`src/rtl/serial_subtractor.sv`:
```
// Bit-serial subtractor: diff = a - b, LSB first, one bit per clock, start/busy/done handshake.
// Optional signed-overflow output enabled by defining SERIAL_SUB_OVF_EN.
module serial_subtractor #(
    parameter int unsigned WIDTH = 8
) (
    input  logic             clk,
    input  logic             rst,
    input  logic             start,
    input  logic [WIDTH-1:0] a,
    input  logic [WIDTH-1:0] b,
    output logic [WIDTH-1:0] diff,
    output logic             bout,
    output logic             busy,
`ifdef SERIAL_SUB_OVF_EN
    output logic             ovf,
`endif
    output logic             done
);

    localparam int unsigned CW = $clog2(WIDTH) + 1;

    typedef enum logic [1:0] {IDLE, SHIFT, DONE} state_t;

    state_t           r_state;
    state_t           w_next;
    logic [WIDTH-1:0] r_ra;
    logic [WIDTH-1:0] r_rb;
    logic [WIDTH-1:0] r_acc;
    logic             r_br;
    logic [CW-1:0]    r_cnt;
    logic [WIDTH-1:0] r_diff;
    logic             r_bout;
    logic             r_busy;
    logic             r_done;
    logic             w_d;
    logic             w_last;

    assign w_d    = r_ra[0] ^ r_rb[0] ^ r_br;
    assign w_last = (r_cnt == CW'(WIDTH - 1));

    always_ff @(posedge clk or posedge rst) begin
        if (rst) r_state <= IDLE;
        else     r_state <= w_next;
    end

    always_comb begin
        w_next = r_state;
        case (r_state)
            IDLE:    if (start) w_next = SHIFT;
            SHIFT:   if (w_last) w_next = DONE;
            DONE:    w_next = IDLE;
            default: w_next = IDLE;
        endcase
    end

    // busy/done are registered from the state, so they trail it by one clock.
    always_ff @(posedge clk or posedge rst) begin
        if (rst) begin
            r_ra   <= '0;
            r_rb   <= '0;
            r_acc  <= '0;
            r_br   <= 1'b0;
            r_cnt  <= '0;
            r_diff <= '0;
            r_bout <= 1'b0;
            r_busy <= 1'b0;
            r_done <= 1'b0;
        end else begin
            r_busy <= (r_state == SHIFT);
            r_done <= (r_state == DONE);
            case (r_state)
                IDLE: begin
                    if (start) begin
                        r_ra  <= a;
                        r_rb  <= b;
                        r_br  <= 1'b0;
                        r_cnt <= '0;
                        r_acc <= '0;
                    end
                end
                SHIFT: begin
                    r_br  <= (~r_ra[0] & r_rb[0]) | (~(r_ra[0] ^ r_rb[0]) & r_br);
                    r_acc <= {w_d, r_acc[WIDTH-1:1]};
                    r_ra  <= {1'b0, r_ra[WIDTH-1:1]};
                    r_rb  <= {1'b0, r_rb[WIDTH-1:1]};
                    r_cnt <= r_cnt + 1'b1;
                end
                DONE: begin
                    r_diff <= r_acc;
                    r_bout <= r_br;
                end
                default: ;
            endcase
        end
    end

`ifdef SERIAL_SUB_OVF_EN
    logic r_amsb;
    logic r_bmsb;
    logic r_ovf;

    // Operand sign bits are shifted out during SHIFT, so keep the captured copies.
    always_ff @(posedge clk or posedge rst) begin
        if (rst) begin
            r_amsb <= 1'b0;
            r_bmsb <= 1'b0;
            r_ovf  <= 1'b0;
        end else begin
            if (r_state == IDLE && start) begin
                r_amsb <= a[WIDTH-1];
                r_bmsb <= b[WIDTH-1];
            end
            if (r_state == DONE)
                r_ovf <= (r_amsb != r_bmsb) && (r_acc[WIDTH-1] != r_amsb);
        end
    end

    assign ovf = r_ovf;
`endif

    assign diff = r_diff;
    assign bout = r_bout;
    assign busy = r_busy;
    assign done = r_done;

endmodule
```
`config.mk`:
```
export PLATFORM = sky130hd
export DESIGN_NAME = serial_subtractor
export DESIGN_NICKNAME = d
export VERILOG_FILES = /design/src/rtl/serial_subtractor.sv
export SDC_FILE = /design/constraint.sdc
export NUM_CORES = 1
export LEC_CHECK = 0
export CAP_MARGIN = 20
export CORE_MARGIN = 1.5
export CORE_UTILIZATION = 35
export DETAILED_ROUTE_END_ITERATION = 10
export GPL_TIMING_DRIVEN = 0
export SYNTH_ARGS = -nofsm -noshare
export SYNTH_HDL_FRONTEND = slang
export SYNTH_SLANG_ARGS = --single-unit
```
`constraint.sdc`:
```
create_clock -name clk -period 1.6 [get_ports clk]
set_input_delay 0.4 -clock clk [delete_from_list [all_inputs] [get_ports clk]]
set_output_delay 0.4 -clock clk [all_outputs]
set_load 0.02 [all_outputs]
```
[Word level (Yosys, flattened, before mapping)]
Index checks and enable logic that the tools add are counted.
Storage, ports and cells
  logic and storage cells: 40
  register bits after elaboration: 42
  output and inout bits: 11
Cells by class
  equal/unequal tests: 5
  $add $sub $neg: 1
  reduce and logical (&&, ||, !) cells: 4
  multiplexer cells: 13
  bitwise logic cells: 7
Operator list (number)
  case mux 8 bit (2 select lines): 3
  2-to-1 mux 8 bit: 3
  case mux 4 bit (2 select lines): 1
  adder 4 x 1 -> 4 bit (second input constant): 1
  equality test 4 x 3 -> 1 bit (second input constant): 1
  2-to-1 mux 2 bit: 2
  2-to-1 mux 4 bit: 1
  != test 2 bit (second input constant): 2
  case mux 2 bit (2 select lines): 1
  AND reduction 2 bit: 2
  bitwise AND 1 bit: 2
  equality test 2 x 1 -> 1 bit (second input constant): 1
  equality test 2 bit (second input constant): 1
  logical NOT 2 bit: 1
  NOT 1 bit: 2
  case mux 1 bit (2 select lines): 1
  nonzero test 2 bit: 1
  bitwise XOR 1 bit: 2
  2-to-1 mux 1 bit: 1
  OR 1 bit: 1

[Longest topological paths before layout]
Gate-level depths: netlist of run 1.
  word-level depth: 5
  mapped depth: 6
  mapped depth without buffers: 4

[Least setup slack after synthesis of run 1]
No wires, ideal clock.
  path kind: register -> register
  start: register r_state[1]
  end: register r_bout, in the netlist bout
  required time: 1.472 ns
  arrival time: 1.067 ns
  path slack: 0.405 ns
  path buffers: 2
  stages on the path, launching flop included: 5
  cells stage by stage: dfrtp_1 -> buf_2 -> nor2b_1 -> buf_4 -> mux2_1
On the way
  cells in the longest elaborated chain, start to end: 1
RTL lines
  start: declaration: line 24  | state_t r_state;
  start signal: assignment: line 43  | else r_state <= w_next;
  equality test 2 bit: line 71  | case (r_state)
  end signal: assignment: line 90  | r_bout <= r_br;
  end: declaration: line 32  | logic r_bout;
No other way between the ends.
A chain may end at the register's enable or synchronous reset.

[Worst setup path in the final report of run 1]
  start: input port start
  end: register r_cnt[3]
On the way
  cells in the longest elaborated chain, start to end: 2
RTL lines
  start: declaration: line 8  | input logic start,
  != test 2 bit (no line)
  AND reduction 2 bit (no line)
  end signal: assignment: line 86  | r_cnt <= r_cnt + 1'b1;
  end: declaration: line 30  | logic [CW-1:0] r_cnt;
No other way between the ends.

==> results by group, run 1 <==
Outcome
  – Outcome: finished, final reports clean

Logic synthesis
  – Most instantiated library cell after synthesis: dfrtp_1
  – Number of flops mapped to enable cells by yosys: 0
  – Post-synthesis cell area: approximately 1800 um^2
  – Post-Synthesis Cells: between 150 and 200
  – Top_reg_cell synth: dfrtp_1
  – Top cell type's share of synthesized area: approximately three fifths
  – Synth area leader: dfrtp_1
  – Largest cells by area after synthesis: dfrtp_1 59%, and3b_1 6.9%, a22o_1 5.9%
  – Library cells used by synthesis: 26
  – Yosys warns: 0
  – Count of state elements after synthesis: 42
  – Syn nets: approximately 170
  – Syn Area/Cell: 11.7 um^2
  – Seq/Total Area, Yosys: approximately three fifths
  – Most instantiated cells after synthesis: 42 x dfrtp_1, 17 x nand2_1, 15 x a21oi_1
  – Async S/R FF share, synth: 100%

Detailed routing
  – Met2 wire length: about 1600 um
  – Vias per cell: between 4 and 5
  – Routed wl met3: between 150 and 200 um
  – Pre-antenna DRT Iters: 4
  – DR WL/cell: between 10 and 15 um
  – Routed wire length: 3430 um
  – Uppermost layer routed: met4
  – WL met1: 1610 um
  – Post-DRT Antenna Nets: 0
  – Via count: around 1300
  – Post-route DRC: 0
  – DRT iter0 DRCs: 99

Layout
  – Nets: between 200 and 250
  – Number of fill cells in the layout: 471
  – Layout cells sized above 1: a little under a tenth
  – Final core occ: 46.5%
  – Area added between synthesis and finish: 25.7%
  – Antenna fix cells: 0
  – Design area: roughly 2200 um^2

Placement
  – Post-DP Area: 2160 um^2
  – Final HPWL DP: ~2400 um
  – Place WS: -0.161 ns
  – GPL Wtd Cong: between 0.7 and 0.8
  – Buffers added on ports: 29

Worst setup path
  – Critical path cell sequence: clkdlybuf4s50_1 -> o21bai_1 -> buf_2 -> inv_1 -> a31oi_1
  – Crit path depth: 5
  – R2r startpoint: r_state[1]
  – Startpoint Class: primary input
  – Worst reg2reg path depth: 6
  – Crit Path Max Fanout: 10
  – Crit. Startpoint: start
  – Worst Path Arrival: ~1.6 ns
  – Worst path bufs/invs: 3
  – CP endpoint kind: flip-flop
  – Slowest CP cell: clkdlybuf4s50_1
  – Crit Path Category: primary input to flip-flop
  – CP endpoint: r_cnt[3]
  – Reg2Reg Capture Point: r_rb[4]
  – Top delay family on crit path: buffers and inverters
  – CP peak stage delay: about 0.50 ns
  – R2R setup slack: about 0.26 ns
  – Req. time, crit path: 1.81 ns

Clock tree
  – CTS sink count: between 40 and 50
  – TritonCTS Buffers: 5
  – Clock slew at reported path FFs: roughly 0.080 ns
  – Clk_lat worst skew: 0.29 ns
  – TritonCTS clock tree: done
  – Root buffer cell: clkbuf_8
  – CTS Buffer Depth: 2
  – H-tree depth: 2

Die
  – Die area: 5540 um^2
  – Initial Util: 37.0%
  – Core Box Area: 4820 um^2
  – DIE WIDTH: ~74 um
  – I/O pin count: 30
  – Chip height: between 70 and 80 um
  – Row cnt: 25

Power
  – Comb pwr share: between 30% and 40%
  – Int Pwr: 0.00230 W
  – Static leakage power: 1.13 nW
  – Sw frac: between 30% and 40%
  – Max VDD drop: 0.000473 V
  – Final total power: 0.00352 W
  – NetSw: ~0.0012 W
  – Sequential Power Share: between 40% and 50%
  – P per Cell Area: about 1600 nW/um^2
  – Clock share of power: 20.4%

STA
  – Slew @ Worst Pin: approximately 0.83 ns
  – Max-slew violation count: 0
  – Setup_tns: 0 ns
  – RSZ-0062 raised after global routing: false
  – Final setup violation count: 0
  – Setup Skew: ~0.0046 ns
  – Worst slew margin: about 44%
  – FMAX: between 700 and 800 MHz
  – Setup ws final: about 0.17 ns
  – Final worst-path cycle share: around 90%
  – Fin crit period: between 1 and 1.5 ns
  – Final hold vios: 0

GRT
  – First-pass GRT wire length: between 6000 and 7000 um
  – Initial antenna violation count: 0
  – Vias in the first global route: about 1300
  – Pin count of the biggest net entering global routing: 43
  – Total overflow reported by the global router: 0
  – Total GRT Usage: between 10% and 20%

Run
  – Max-Cap Viols: 0

Worst hold path
  – Worst hold path type: flip-flop to flip-flop
==> kinds of logic (layout without fill, tap and decap cells) <==
| group | after synthesis | after routing | synth area share [%] |
|---|---|---|---|
| adder cells (fa/ha/maj) | 2 | 2 | 1.82 |
| multiplexers | 10 | 10 | 6.24 |
| flip-flops | 42 | 42 | 58.9 |
| AND/OR/NAND/NOR | 38 | 38 | 12.7 |
| buffers and inverters | 15 | 52 | 4.42 |
| AO/OA/AOI/OAI | 46 | 46 | 15.9 |
==> what timing repair did <==
item / in CTS / in global routing
hold buffers: 0 / 0
buffers inserted: 0 / 0
pin swaps: 0 / 0
endpoints found under the hold margin: 0 / 0
setup endpoints to repair: 11 / 2
gates resized for setup: 11 / 1
==> per-layer routing <==
metal	vias up	GRT usage, %
met1	600	18.5
met4	0	6.06
met3	9	3.12
met5	-	0
li1	611	-
met2	38	23.8
==> flip-flops by register name (all words and copies together), names as in the netlist <==
name     count
diff         8
r_acc        8
r_ra         8
r_rb         8
r_cnt        4
r_state      2
bout         1
busy         1
done         1
r_br         1
==> cells in the final DEF (no fill, tap or decap), drive strengths merged, types with 2 or more instances in the layout <==
| master | Yosys | layout |
|---|---|---|
| nand2b | 2 | 2 |
| and3b | 14 | 14 |
| clkdlybuf4s50 | 0 | 18 |
| buf | 9 | 8 |
| inv | 4 | 4 |
| mux2 | 9 | 9 |
| dlygate4sd2 | 0 | 11 |
| dfrtp | 42 | 42 |
| a21oi | 15 | 15 |
| a22o | 12 | 12 |
| nand2 | 17 | 17 |
| clkbuf | 2 | 9 |
| o21ai | 15 | 15 |
==> worst register-to-register path: stages, from the launching register on <==
cell and delay [ns]:
dfrtp_1 0.36, buf_2 0.17, o21bai_1 0.18, clkbuf_4 0.20, buf_6 0.16, nand2_1 0.07
o21ai_1 0.07
==> power groups by stage <==
stage	logic (W)	registers [W]	clock network (W)
6_report	0.00113	0.00167	0.000718
2_1_floorplan	0.000713	0.00173	0
3_5_place_dp	0.00119	0.00169	0
5_1_grt	0.00127	0.00172	0.000770
4_1_cts	0.00114	0.00167	0.000728
3_3_place_gp	0.00115	0.00167	0
==> area by class of cell <==
class                      instances  area [um^2]  share of cell area, %
tap                               67         83.8                   3.74
sequential                        42         1050                   46.9
clock buffer                       6         82.6                   3.68
multi-input combinational         96          654                   29.2
timing repair buffer              29          277                   12.3
buffer                            11         66.3                   2.96
inverter                           4         15.0                  0.670
clock inverter                     2         12.5                  0.558
==> worst min-delay path by stage <==
stage	slack [ns]	depth (start not counted)	startpoint	to
floorplan	0.45	1	r_cnt[3]	r_state[1]
finish	0.48	1	diff[1]	diff[1]
global placement	0.47	1	diff[2]	diff[2]
global route	0.51	1	diff[2]	diff[2]
detailed placement	0.48	1	diff[1]	diff[1]
CTS	0.49	1	diff[1]	diff[1]
==> through the flow <==
stage          hold WS (ns)  std cells
5_1_grt               0.507        257
4_1_cts               0.488        257
6_report              0.481        257
3_3_place_gp          0.466        249
2_1_floorplan         0.454        153
3_5_place_dp          0.475        249
Power figures use the tool's default switching activity.
==> inputs of run 2 (changes only) <==
clock period = 1.7 ns   (was 1.6 ns; I/O delays follow)
==> run 2 against run 1 <==
First-iteration DRC count down 10%. Cell area up 1.2%. Sequential power down 5%. Combinational power about the same. Global-route usage down 0.057 points. Non-clock buffer count unchanged. Power down 4.5%. Worst hold slack better by 0.00059 ns. Largest power group unchanged. Highest routed layer unchanged.
==> results by group, run 2 (synthesized netlist as in run 1, its figures left out) <==
Worst hold path
  – Hold Crit Depth: 1 (unchanged)
  – Worst hold path type: flip-flop to flip-flop (unchanged)

Layout
  – Non-filler instance count after layout: 257 (unchanged)
  – Area added between synthesis and finish: 27.1% (was 25.7%)
  – Nets: 210 (unchanged)
  – Most common cell after layout, fill and taps aside: dfrtp_1 (unchanged)
  – Most frequent cells in the layout: 42 x dfrtp_1, 23 x clkdlybuf4s50_1, 17 x nand2_1, 15 x a21oi_1 (was 42 x dfrtp_1, 18 x clkdlybuf4s50_1, 17 x nand2_1, 15 x a21oi_1)
  – Antenna fix cells: 0 (unchanged)
  – Layout cells sized above 1: 9.47% (unchanged)
  – Number of fill cells in the layout: 463 (was 471)
  – Design area: 2270 um^2 (was 2240 um^2)

Clock tree
  – CTS sink count: 42 (unchanged)
  – Root buffer cell: clkbuf_8 (unchanged)
  – Clk_lat worst skew: 0.29 ns (about the same)
  – Postcts setup bufs: 0 (unchanged)
  – TritonCTS Buffers: 5 (unchanged)
  – Post-cts gate resize count: 0 (was 11)
  – TritonCTS clock tree: done (unchanged)
  – Hold-fix buffers, CTS: 0 (unchanged)
  – H-tree depth: 2 (unchanged)
  – CTS Buffer Depth: 2 (unchanged)
  – Clock slew at reported path FFs: 0.08 ns (about the same)

STA
  – Final worst-path cycle share: 97.8%
  – Setup Skew: 0.00478 ns (was 0.00460 ns)
  – Worst slew margin: 44.2% (was 44.3%)
  – Final hold vios: 0 (unchanged)
  – Slew @ Worst Pin: 0.835 ns (about the same)
  – Fin crit period: approximately 1.7 ns
  – RSZ-0062 raised after global routing: false (unchanged)
  – Max-slew violation count: 0 (unchanged)
  – Setup ws final: 0.0378 ns (was 0.175 ns)
  – Final setup violation count: 0 (unchanged)
  – Final hold slack: 0.482 ns (was 0.481 ns)
  – FMAX: about 600 MHz

Power
  – P per Cell Area: 1480 nW/um^2 (was 1570 nW/um^2)
  – Sequential Power Share: 46.9% (was 47.5%)
  – Max VDD drop: 0.000457 V (was 0.000473 V)
  – NetSw: 0.00115 W (was 0.00121 W)
  – Comb pwr share: 32.9% (was 32.1%)
  – Int Pwr: 0.00221 W (was 0.00230 W)
  – Static leakage power: 1.19 nW (was 1.13 nW)
  – Clock share of power: 20.1% (was 20.4%)
  – Sw frac: 34.2% (was 34.5%)
  – Final total power: 0.00336 W (was 0.00352 W)

Placement
  – GPL Wtd Cong: 0.770 (unchanged)
  – Post-DP Area: 2160 um^2 (unchanged)
  – DP Cell Count: 249 (unchanged)
  – Place WS: -0.0865 ns (was -0.161 ns)
  – Buffers added on ports: 29 (unchanged)
  – Final HPWL DP: 2410 um (unchanged)

Run
  – Max-Cap Viols: 0 (unchanged)

Worst setup path
  – Crit path depth: 1 (was 5)
  – Worst reg2reg path depth: 6 (unchanged)
  – Top delay family on crit path: buffers and inverters (unchanged)
  – Worst Path Arrival: 1.24 ns (was 1.64 ns)
  – Worst path bufs/invs: 1 (was 3)
  – Startpoint Class: flip-flop (was primary input)
  – Crit Path Category: flip-flop to output pin (was primary input to flip-flop)
  – Crit Path Max Fanout: 2 (was 10)
  – Slowest CP cell: clkdlybuf4s50_1 (unchanged)
  – Critical path cell sequence: clkdlybuf4s50_1 (was clkdlybuf4s50_1 -> o21bai_1 -> buf_2 -> inv_1 -> a31oi_1)
  – Req. time, crit path: 1.27 ns (was 1.81 ns)
  – CP peak stage delay: 0.60 ns (was 0.50 ns)
  – CP endpoint kind: output pin (was flip-flop)

Detailed routing
  – DR WL/cell: 13.4 um (was 13.3 um)
  – Routed wire length: 3450 um (was 3430 um)
  – Post-DRT Antenna Nets: 0 (unchanged)
  – Pre-antenna DRT Iters: 4 (unchanged)
  – DRT iter0 DRCs: 89 (was 99)
  – Post-route DRC: 0 (unchanged)
  – Via count: 1267 (was 1258)
  – Vias per cell: 4.93 (was 4.89)

GRT
  – First-pass GRT wire length: 6050 um (was 6080 um)
  – Vias in the first global route: 1307 (was 1316)
  – Total GRT Usage: 14.4% (was 14.5%)
  – Pin count of the biggest net entering global routing: 43 (unchanged)
  – Total overflow reported by the global router: 0 (unchanged)
  – Initial antenna violation count: 0 (unchanged)

Die
  – Initial Util: 37.0% (unchanged)
  – DIE WIDTH: 74.4 um (unchanged)
  – I/O pin count: 30 (unchanged)
  – Chip height: 74.4 um (unchanged)
  – Row cnt: 25 (unchanged)
  – Core Box Area: 4820 um^2 (unchanged)
  – Die area: 5540 um^2 (unchanged)

Outcome
  – Outcome: finished, final reports clean (unchanged)
-- run 2: changes by cell type in the layout (fill, tap and decap cells not counted) --
cell	before	now
dlygate4sd2_1	11	0
dlymetal6s2s_1	0	6
clkdlybuf4s50_1	18	23
buf_2	5	6
clkbuf_4	1	0
-- run 2: per-stage QoR --
step	util (%)	TNS [ns]
after global placement	44.8	-21.06
after global routing	47.1	0
after CTS	46.8	0
after floorplan	-	0
after detailed placement	44.8	-0.728
final	47.1	0
-- run 2: layout make-up --
cell class,count,area [um^2],area share (%)
flip-flops and latches,42,1050,46.3
multi-input cells,96,654,28.8
repair buffers,29,305,13.5
well taps,67,83.8,3.70
clock buffers,6,82.6,3.64
plain buffers,11,63.8,2.81
inverters,4,15.0,0.662
clock inverters,2,12.5,0.552
-- run 2: power groups by stage --
stage / Clock [W] / Sequential (W) / Combinational [W]
2_1_floorplan: 0 / 0.00163 / 0.000671
5_1_grt: 0.000725 / 0.00162 / 0.00124
3_5_place_dp: 0 / 0.00159 / 0.00112
3_3_place_gp: 0 / 0.00158 / 0.00108
6_report: 0.000676 / 0.00158 / 0.00111
4_1_cts: 0.000685 / 0.00158 / 0.00112
-- run 2: per-layer routing --
layer	global-route usage (%)	vias to the layer above	wire, um
met5	0	-	0
li1	-	614	-
met3	3.12	7	156
met1	18.5	607	1630
met4	6.06	0	55
met2	23.6	39	1610
-- run 2: final timing paths --
check,startpoint,to,slack [ns]
setup / recovery,diff[2],diff[2],0.04
hold / removal,diff[1],diff[1],0.48
setup reg to reg,r_state[1],r_rb[4],0.35
hold reg to reg,diff[1],diff[1],0.48
max in group asynchronous,rst,r_cnt[1],0.56
min in group asynchronous,rst,diff[7],0.61
==> inputs of run 3 (changes only) <==
SKIP_CTS_REPAIR_TIMING = 1   (was default)
==> results of run 3 <==
Same layout as run 2: the final DEF is identical, and so are final timing and power.
